==> config.mk <==
export PLATFORM = sky130hd
export DESIGN_NAME = mmio_uart_tx
export DESIGN_NICKNAME = d
export VERILOG_FILES = /design/src/rtl/mmio_pkg.sv /design/src/rtl/sync_fifo.sv /design/src/rtl/mmio_uart_tx.sv
export SDC_FILE = /design/constraint.sdc
export NUM_CORES = 1
export LEC_CHECK = 0
export ABC_AREA = 1
export CORE_UTILIZATION = 54
export CTS_CLUSTER_SIZE = 20
export DETAILED_ROUTE_END_ITERATION = 6
export GPL_TIMING_DRIVEN = 0
export PLACE_DENSITY_LB_ADDON = 0.15
export SKIP_LAST_GASP = 1
export SLEW_MARGIN = 10
export SYNTH_ARGS = -nofsm -noshare
export SYNTH_HDL_FRONTEND = slang
export SYNTH_SLANG_ARGS = --single-unit
export TNS_END_PERCENT = 30
==> constraint.sdc <==
create_clock -name clk_i -period 5.8 [get_ports clk_i]
set_input_delay 1.74 -clock clk_i [delete_from_list [all_inputs] [get_ports clk_i]]
set_output_delay 1.74 -clock clk_i [all_outputs]
set_load 0.01 [all_outputs]
==> src/rtl/mmio_pkg.sv <==
// Shared definitions for the memory-mapped UART transmitter.
//  - UART_BASE:  default MMIO window base (16-byte window)
//  - OFF_*:      register offsets, taken from addr[3:2]
//  - STATUS_*:   bit positions inside the STATUS register
//  - uart_tx_state_e: serialiser FSM states
package mmio_pkg;

    localparam logic [31:0] UART_BASE = 32'h0000_4000;

    localparam logic [1:0] OFF_TXDATA = 2'd0;
    localparam logic [1:0] OFF_STATUS = 2'd1;
    localparam logic [1:0] OFF_BAUD   = 2'd2;

    localparam int unsigned STATUS_EMPTY = 0;
    localparam int unsigned STATUS_FULL  = 1;
    localparam int unsigned STATUS_BUSY  = 2;

    typedef enum logic [1:0] {
        TX_IDLE,
        TX_START,
        TX_DATA,
        TX_STOP
    } uart_tx_state_e;

endpackage

==> src/rtl/sync_fifo.sv <==
// Synchronous show-ahead FIFO.
//  clk_i    in   clock, rising edge
//  rst_i    in   synchronous active-high reset, empties the FIFO
//  push_i   in   write wdata_i (ignored when full)
//  wdata_i  in   write data
//  pop_i    in   drop the head entry (ignored when empty)
//  rdata_o  out  head entry, valid whenever empty_o is low
//  full_o   out  level == DEPTH
//  empty_o  out  level == 0
//  level_o  out  number of stored entries
module sync_fifo #(
    parameter int unsigned WIDTH = 8,
    parameter int unsigned DEPTH = 8
) (
    input  logic                     clk_i,
    input  logic                     rst_i,
    input  logic                     push_i,
    input  logic [WIDTH-1:0]         wdata_i,
    input  logic                     pop_i,
    output logic [WIDTH-1:0]         rdata_o,
    output logic                     full_o,
    output logic                     empty_o,
    output logic [$clog2(DEPTH):0]   level_o
);

    localparam int unsigned AW = $clog2(DEPTH);
    localparam int unsigned LW = AW + 1;

    logic [WIDTH-1:0] mem_q [DEPTH];
    logic [AW-1:0]    wptr_q, wptr_d;
    logic [AW-1:0]    rptr_q, rptr_d;
    logic [LW-1:0]    level_q, level_d;
    logic             do_push, do_pop;

    assign full_o  = (level_q == LW'(DEPTH));
    assign empty_o = (level_q == '0);
    assign level_o = level_q;
    assign rdata_o = mem_q[rptr_q];

    assign do_push = push_i & ~full_o;
    assign do_pop  = pop_i & ~empty_o;

    // DEPTH is a power of two, so the pointers wrap on their own.
    always_comb begin
        wptr_d  = wptr_q;
        rptr_d  = rptr_q;
        level_d = level_q;
        if (do_push) begin
            wptr_d = wptr_q + AW'(1);
        end
        if (do_pop) begin
            rptr_d = rptr_q + AW'(1);
        end
        case ({do_push, do_pop})
            2'b10:   level_d = level_q + LW'(1);
            2'b01:   level_d = level_q - LW'(1);
            default: level_d = level_q;
        endcase
    end

    always_ff @(posedge clk_i) begin
        if (rst_i) begin
            wptr_q  <= '0;
            rptr_q  <= '0;
            level_q <= '0;
        end else begin
            wptr_q  <= wptr_d;
            rptr_q  <= rptr_d;
            level_q <= level_d;
        end
    end

    // Storage needs no reset; contents are only visible through level_q.
    always_ff @(posedge clk_i) begin
        if (do_push) begin
            mem_q[wptr_q] <= wdata_i;
        end
    end

endmodule

==> src/rtl/mmio_uart_tx.sv <==
// Memory-mapped 8N1 UART transmitter on the core data-memory port.
//  clk_i / rst_i          clock, synchronous active-high reset
//  dmem_rd_i, dmem_wr_i   core read / write request
//  dmem_strobe_i          byte-lane write enables
//  dmem_addr_i            byte address; window hit when addr[31:4] == BASE_ADDR[31:4]
//  dmem_wdata_i           write data
//  dmem_ready_o           low only for a TXDATA push while the FIFO is full
//  dmem_rdata_o           read data, one cycle after the accepted read
//  dmem_rdata_valid_o     read-data strobe
//  sel_o                  combinational window hit
//  tx_o                   serial line, idle high
//  busy_o                 frame in progress or FIFO not empty
// Registers (addr[3:2]): 0 TXDATA (W), 1 STATUS (R: busy/full/empty), 2 BAUD (R/W), 3 reserved.
module mmio_uart_tx
    import mmio_pkg::*;
#(
    parameter logic [31:0] BASE_ADDR   = UART_BASE,
    parameter int unsigned FIFO_DEPTH  = 8,
    parameter logic [15:0] DEFAULT_DIV = 16'd868
) (
    input  logic        clk_i,
    input  logic        rst_i,
    input  logic        dmem_rd_i,
    input  logic        dmem_wr_i,
    input  logic [3:0]  dmem_strobe_i,
    input  logic [31:0] dmem_addr_i,
    input  logic [31:0] dmem_wdata_i,
    output logic        dmem_ready_o,
    output logic [31:0] dmem_rdata_o,
    output logic        dmem_rdata_valid_o,
    output logic        sel_o,
    output logic        tx_o,
    output logic        busy_o
);

    localparam int unsigned LW = $clog2(FIFO_DEPTH) + 1;

    logic [1:0]    off;
    logic          wr_txdata, wr_baud, rd_accept, push, pop;
    logic          fifo_full, fifo_empty;
    logic [7:0]    fifo_rdata;
    logic [LW-1:0] fifo_level;
    logic [15:0]   baud_q, baud_d, baud_merged;
    logic [31:0]   rd_value;
    logic [31:0]   rdata_q, rdata_d;
    logic          rvalid_q, rvalid_d;

    uart_tx_state_e state_q, state_d;
    logic [15:0]    cnt_q, cnt_d;
    logic [2:0]     bit_cnt_q, bit_cnt_d;
    logic [7:0]     shreg_q, shreg_d;
    logic           tx_q, tx_d;
    logic           bit_end;

    logic unused_bits;
    assign unused_bits = ^{dmem_addr_i[1:0], dmem_wdata_i[31:16], dmem_strobe_i[3:2], fifo_level};

    // ---------------- decode ----------------
    assign off       = dmem_addr_i[3:2];
    assign sel_o     = (dmem_addr_i[31:4] == BASE_ADDR[31:4]);
    assign wr_txdata = sel_o & dmem_wr_i & (off == OFF_TXDATA) & dmem_strobe_i[0];
    assign wr_baud   = sel_o & dmem_wr_i & (off == OFF_BAUD);

    assign dmem_ready_o = ~(wr_txdata & fifo_full);
    assign push         = wr_txdata & ~fifo_full;
    assign rd_accept    = sel_o & dmem_rd_i & dmem_ready_o;

    assign busy_o = (state_q != TX_IDLE) | ~fifo_empty;

    sync_fifo #(
        .WIDTH (8),
        .DEPTH (FIFO_DEPTH)
    ) u_fifo (
        .clk_i   (clk_i),
        .rst_i   (rst_i),
        .push_i  (push),
        .wdata_i (dmem_wdata_i[7:0]),
        .pop_i   (pop),
        .rdata_o (fifo_rdata),
        .full_o  (fifo_full),
        .empty_o (fifo_empty),
        .level_o (fifo_level)
    );

    // ---------------- register file / read pipeline ----------------
    always_comb begin
        baud_d      = baud_q;
        baud_merged = baud_q;
        if (dmem_strobe_i[0]) begin
            baud_merged[7:0] = dmem_wdata_i[7:0];
        end
        if (dmem_strobe_i[1]) begin
            baud_merged[15:8] = dmem_wdata_i[15:8];
        end
        // A zero divider would never end a bit period.
        if (wr_baud) begin
            baud_d = (baud_merged == '0) ? 16'd1 : baud_merged;
        end
    end

    always_comb begin
        rd_value = '0;
        case (off)
            OFF_STATUS: begin
                rd_value[STATUS_EMPTY] = fifo_empty;
                rd_value[STATUS_FULL]  = fifo_full;
                rd_value[STATUS_BUSY]  = busy_o;
            end
            OFF_BAUD: rd_value[15:0] = baud_q;
            default:  rd_value = '0;
        endcase
        rdata_d  = rd_accept ? rd_value : '0;
        rvalid_d = rd_accept;
    end

    assign dmem_rdata_o       = rdata_q;
    assign dmem_rdata_valid_o = rvalid_q;

    // ---------------- serialiser ----------------
    // cnt_q counts down the remaining cycles of the current bit; BAUD is
    // sampled only when a bit starts, so mid-frame writes never stretch a bit.
    assign bit_end = (cnt_q == '0);
    assign tx_o    = tx_q;

    always_comb begin
        state_d   = state_q;
        cnt_d     = cnt_q;
        bit_cnt_d = bit_cnt_q;
        shreg_d   = shreg_q;
        tx_d      = tx_q;
        pop       = 1'b0;
        unique case (state_q)
            TX_IDLE: begin
                tx_d = 1'b1;
                if (!fifo_empty) begin
                    pop     = 1'b1;
                    shreg_d = fifo_rdata;
                    tx_d    = 1'b0;
                    cnt_d   = baud_q - 16'd1;
                    state_d = TX_START;
                end
            end
            TX_START: begin
                if (bit_end) begin
                    state_d   = TX_DATA;
                    bit_cnt_d = 3'd0;
                    tx_d      = shreg_q[0];
                    cnt_d     = baud_q - 16'd1;
                end else begin
                    cnt_d = cnt_q - 16'd1;
                end
            end
            TX_DATA: begin
                if (bit_end) begin
                    cnt_d = baud_q - 16'd1;
                    if (bit_cnt_q == 3'd7) begin
                        tx_d    = 1'b1;
                        state_d = TX_STOP;
                    end else begin
                        shreg_d   = shreg_q >> 1;
                        tx_d      = shreg_q[1];
                        bit_cnt_d = bit_cnt_q + 3'd1;
                    end
                end else begin
                    cnt_d = cnt_q - 16'd1;
                end
            end
            TX_STOP: begin
                if (bit_end) begin
                    // Chain straight into the next start bit when data is waiting.
                    if (!fifo_empty) begin
                        pop     = 1'b1;
                        shreg_d = fifo_rdata;
                        tx_d    = 1'b0;
                        cnt_d   = baud_q - 16'd1;
                        state_d = TX_START;
                    end else begin
                        state_d = TX_IDLE;
                    end
                end else begin
                    cnt_d = cnt_q - 16'd1;
                end
            end
        endcase
    end

    always_ff @(posedge clk_i) begin
        if (rst_i) begin
            baud_q    <= DEFAULT_DIV;
            rdata_q   <= '0;
            rvalid_q  <= 1'b0;
            state_q   <= TX_IDLE;
            cnt_q     <= '0;
            bit_cnt_q <= '0;
            shreg_q   <= '0;
            tx_q      <= 1'b1;
        end else begin
            baud_q    <= baud_d;
            rdata_q   <= rdata_d;
            rvalid_q  <= rvalid_d;
            state_q   <= state_d;
            cnt_q     <= cnt_d;
            bit_cnt_q <= bit_cnt_d;
            shreg_q   <= shreg_d;
            tx_q      <= tx_d;
        end
    end

endmodule

# After elaboration in Yosys (flattened, before gate mapping)
# Memory sizes are Yosys's and may differ from the RTL's. A register that Yosys moved wholly into a read port is not among the register bits.
# Cells that the tools add are included.
# op_classes
addsub,7
eq_ne,17
mux,39
bitwise_logic,16
n_reduce_logical,16
# op_table
op,count
two-way mux 16 bit,4
two-way mux 8 bit,6
one-hot mux 16 bit (3 select lines),1
logical NOT 16 bit,2
"subtractor 16 x 1 -> 16 bit, second input constant",2
"== test 28 x 11 -> 1 bit, second input constant",1
one-hot mux 8 bit (3 select lines),1
two-way mux 3 bit,5
"!= test 2 bit, second input constant",7
one-hot mux 3 bit (2 select lines),2
AND reduction 4 bit,3
two-way mux 1 bit,11
AND 1 bit,10
two-way mux 2 bit,5
"adder 3 x 1 -> 3 bit, second input constant",3
"== test 2 bit, second input constant",4
one-hot mux 2 bit (4 select lines),1
one-hot mux 4 bit (2 select lines),1
"== test 2 x 1 -> 1 bit, second input constant",3
nonzero test 2 bit,3
inverter 1 bit,5
AND reduction 5 bit,1
"adder 4 x 1 -> 4 bit, second input constant",1
"== test 4 bit, second input constant",1
other kinds (10),12
# totals
regBits,89
ramBits,64
inputBits,72
output_inout_bits,37
elab_cells,109
mem_count,1
# memory_table
name,depth,word_bits,rd,rd_clocked_by_memory_dff,wr,line,rtl
u_fifo.mem_q,8,8,1,1,1,sync_fifo.sv:29,logic [WIDTH-1:0] mem_q [DEPTH];

# Logic depth before layout (Yosys ltp)
# logic_depth
word_depth,9
mapped_depth,17
ltp_nobuf,17

# Modules after synthesis
# A second synthesis with hierarchy kept.
# hier_totals
hier_cells,1025
hier_area_um2,7875.1
# by_module_without_submodules
mod,n_inst,cells_each,area_each_um2,seq_area_each_um2
mmio_uart_tx,1,749,4662.0,1261.2
sync_fifo,1,276,3213.1,2182.1

# Worst setup path after synthesis
# OpenSTA, ideal clock, no wires.
# synth_path
kind,input -> output
start,input port dmem_addr_i[27]
end,output port dmem_ready_o
arrival_ps,2375
t_required_ps,4060
path_slack_ps,1685
stages,6
path_buffers,0
cell_sequence,nor2_1 nand2_1 nor2_1 nand2_1 nor3_2 nand3_1
# synth_via
elab_chain_len,6
# synth_lines
element,line,rtl
"start, declared",mmio_uart_tx.sv:26,"input logic [31:0] dmem_addr_i,"
== test 28 x 11 -> 1 bit,mmio_uart_tx.sv:60,assign sel_o = (dmem_addr_i[31:4] == BASE_ADDR[31:4]);
AND 1 bit (3 in a row),mmio_uart_tx.sv:61,assign wr_txdata = sel_o & dmem_wr_i & (off == OFF_TXDATA) & dmem_strobe_i[0];
AND 1 bit,mmio_uart_tx.sv:64,assign dmem_ready_o = ~(wr_txdata & fifo_full);
inverter 1 bit,mmio_uart_tx.sv:64,
"end, declared",mmio_uart_tx.sv:28,"output logic dmem_ready_o,"
# Every way passes these cells.

# Worst setup path after layout
# layout_path
start,input port dmem_addr_i[25]
end,output port dmem_ready_o
# The elaborated chain is that of the path after synthesis.

==> impl_summary.md <==
Setup path
The critical path goes through clkdlybuf4s50_1, nor2_1, nand2_1, nor2_1, nand2_1, nor3_2, nand3_1, clkdlybuf4s50_1. The launch point of the critical path is dmem_addr_i[25]. Following the worst setup path forward leads to its endpoint at dmem_ready_o. For this design, the slowest cell found on the critical path is clkdlybuf4s50_1. STA puts the critical path data arrival time at 3.31 ns. For this run, the slowest stage of the critical path takes 0.51 ns. Along the worst path, the maximum fanout reaches 2. Data on the critical path is required at its endpoint by ~4.1 ns.

The length in cells of the worst reg-to-reg path is 17. The classification of the worst setup path is in -> out. STA classifies the critical path endpoint as an output pin. The setup check on the worst reg-to-reg path leaves a slack of around 3.0 ns. The startpoint of the lowest-slack register-to-register path is cnt_q[0].

The endpoint of the worst register-to-register path is u_fifo.level_o[2]. The worst setup path is launched from a primary input.

Synth
The mean post-synth cell area is 7.43 um2. Of the synthesized area, sequential elements account for 0.438. The Yosys step of the flow raised 0 warnings.

Yosys attributes the largest share of cell area to edfxtp_1, dfxtp_1, nand2_1. The number of flip-flops and latches in the synthesized netlist is 140. For this run, the leading register cell type out of synthesis is dfxtp_1. The number of flops mapped to enable cells by yosys is 64.

The synthesized design spends more area on one cell type than any other, namely edfxtp_1. The top cell type's share of synthesized area is 0.244. The netlist area before placement is 0.00787 mm2. Synthesis instantiated 49 different standard cells from the library. Counting every instance in the synthesized netlist gives 1059. The fraction of registers with async set/reset is 0.

Drt
After detailed routing, the number of vias per cell comes to 5.33. In the routed design, unresolved DRC markers number 0. The detailed router's first-iteration violation count is just under 800. The first-pass iteration count of the detailed router is 6. After detailed routing, the total wire length is 20000 um. The total vias in the final route is between 7k and 8k. The antenna violation net count after detailed routing is 0. Dividing the detail-routed wire length by the instance count gives around 15 um.

Die
The initial core utilization is 0.560. The number of placement rows is 43. From bottom edge to top edge, the die measures 123 um.

The floorplan step set the die width to 123 um. The die area is approximately 0.015 mm2. The region available for standard cell placement spans approximately 0.014 mm2. During I/O placement, the number of pins put on the boundary was 109.

Clock tree
The count of hold buffers inserted by post-cts repair is 0. The buffer type at the clock tree root is clkbuf_16. The post-cts gate resize count is 0. The total CTS buffers is 17. The TritonCTS sink count is 140.

The clock passes through at most 2 buffers. TritonCTS built the clock tree. The clock-pin slew on the worst setup and hold paths is 0.06 ns. Once the clock tree was built, the setup fixing pass inserted 0 buffers. The clock latency reported for the late side of the worst-skew pair is 0.43 ns. The H-tree was split into 4 levels.

Global route
The total global routing overflow is 0. The largest net degree at the start of global routing is 17. The wire length of the first global-routing pass is 32500 um. The via count of the first global-routing pass is 6568. For met3 alone, demand over resource in global routing was 0.0660. The most congested layer reported by global routing is met2. Across every metal layer, demand over resource in global routing totals 0.288. The initial antenna violation count came to 0. For met2 alone, demand over resource in global routing was 0.418. The met1 demand-to-capacity share in global routing is 0.416.

Layout
Fill cells in the final layout number 1213. The multi-input logic area is 0.00365 mm2. The fraction of final layout cells sized beyond drive strength 1 is 0.102. The sequential cells in the finished layout cover a total of 0.00344 mm2. After the last flow step, the layout net total stands at between 1k and 1.5k. The library cell used most frequently in the layout, excluding fill and tap cells, is nand2_1. Compared with the post-synthesis result, the final layout area differs by 20.3%. The repair_antennas step left the layout with diodes totalling 0. In the layout the commonest cells are nand2_1, nor2_1, inv_1.

Timing
Setup repair after global routing left no endpoint under its margin. The time the worst path needs with I/O delays and setup is 5.05 ns. The portion of the clock cycle consumed by the worst path in the final layout is 0.871. The worst setup skew after layout is 0.00743 ns. The number of hold violations in the final report is 0. Across all hold checks on the routed design, the worst slack comes to approximately 0.47 ns.

The number of pins exceeding their max-slew limit in the final report is 0. The number of failing setup endpoints in the final timing report is 0. For the pin with the worst max-slew slack, the measured transition is 0.900 ns. The maximum operating frequency is slightly below 0.2 GHz. Once routing completed, OpenROAD measured the worst setup slack at 0.748 ns.

The aggregate negative setup slack is 0 ns. The relative slew slack is 0.397.

Hold path
The worst hold path belongs to the class reg -> reg. The cell count of the worst hold path is 2.

Pwr
The standby leakage power is ~0.0042 uW. The cell area power density is 462 mW/mm2. Across the VDD grid, the largest voltage drop is between 0.2 and 0.25 mV.

Status
The run finished with clean final reports.

Place
Once detailed placement completed, the half-perimeter wirelength came to 14400 um. Before CTS, the worst setup slack after placement is 0.709 ns. Port buffering added 70 buffers. Routability-driven placement finished with a final weighted congestion of 0.895.

Job
Across the run, the number of max-cap violations was 0.
-- logic make-up after synthesis --
kind of cell	synth area share
other	0.000477
AOI/OAI and AO/OA	0.101
and+or+nand+nor	0.310
DFF	0.438
xor gates and xnor gates	0.0134
adders and majority gates	0.0270
buffers and inverters	0.110
-- worst max-delay path, delay by kind of cell --
| family | cells | cell delay [ns] |
|---|---|---|
| buffers and inverters | 2 | 0.90 |
| and+or+nand+nor | 6 | 0.67 |
-- sequential cells by signal, summed over array words and instances, names as in the netlist, named ones only --
| name | cells |
|---|---|
| u_fifo.mem_q | 64 |
| u_fifo.level_o | 4 |
| u_fifo.rptr_q | 3 |
| baud_q | 16 |
| u_fifo.wptr_q | 3 |
| dmem_rdata_valid_o | 1 |
| cnt_q | 16 |
| tx_o | 1 |
| shreg_q | 8 |
| dmem_rdata_o | 16 |
| state_q | 2 |
| bit_cnt_q | 3 |
-- synthesized netlist by cell type (2+ instances only) --
cell type,count
o21a_1,2
o221ai_1,2
nor2_1,150
edfxtp_1,64
clkbuf_2,2
nand2_1,272
o21ai_0,64
o211ai_1,9
xor2_1,11
nor3_1,9
inv_2,5
nor2_4,9
o21ai_1,6
a21oi_2,2
clkbuf_8,3
a21oi_1,44
nand4_1,6
clkinv_2,2
a31oi_1,3
clkbuf_1,9
nand3_1,98
dfxtp_1,76
nor2_8,2
o22ai_1,2
ha_1,17
nand2_2,6
buf_6,3
buf_2,13
o21bai_1,2
nand3_2,3
nand2_4,2
inv_1,125
buf_4,20
-- cell type report --
| class | count | share of cell area |
|---|---|---|
| clock buffer | 18 | 0.0453 |
| clock inverter | 14 | 0.0157 |
| multi-input combinational | 748 | 0.386 |
| inverter | 133 | 0.0530 |
| sequential | 140 | 0.364 |
| tap | 180 | 0.0238 |
| timing repair buffer | 70 | 0.0740 |
| buffer | 53 | 0.0386 |
-- per-layer routing --
layer,up-vias,share of wire
met5,-,0
met4,0,0.016
met3,32,0.094
met2,353,0.43
met1,3246,0.46
li1,3597,-
-- through the flow --
step | instance area (um2) | total power [uW] | std cells | utilization
after global placement | 8850 | 3230 | 1324 | 0.630
after floorplan | 7930 | 2770 | 1074 | -
after CTS | 9450 | 4340 | 1356 | 0.673
after global routing | 9470 | 4680 | 1356 | 0.674
after detailed placement | 8880 | 3260 | 1324 | 0.632
final | 9470 | 4370 | 1356 | 0.674
-- power breakdown --
part | leakage, uW | total, uW | switching (uW) | internal, uW
combinational | 0.00270 | 2050 | 1340 | 714
sequential | 0.00119 | 1240 | 103 | 1140
clock | 0.000272 | 1080 | 469 | 608
-- how the worst min path moves through the flow --
stage                            start           end  slack, ns
final                             tx_o          tx_o       0.47
after global routing        shreg_q[2]    shreg_q[2]       0.51
after CTS                 bit_cnt_q[2]  bit_cnt_q[2]       0.47
after detailed placement          tx_o          tx_o       0.46
after global placement            tx_o          tx_o       0.45
after floorplan           bit_cnt_q[1]  bit_cnt_q[1]       0.45
Power figures use the tool's default switching activity.
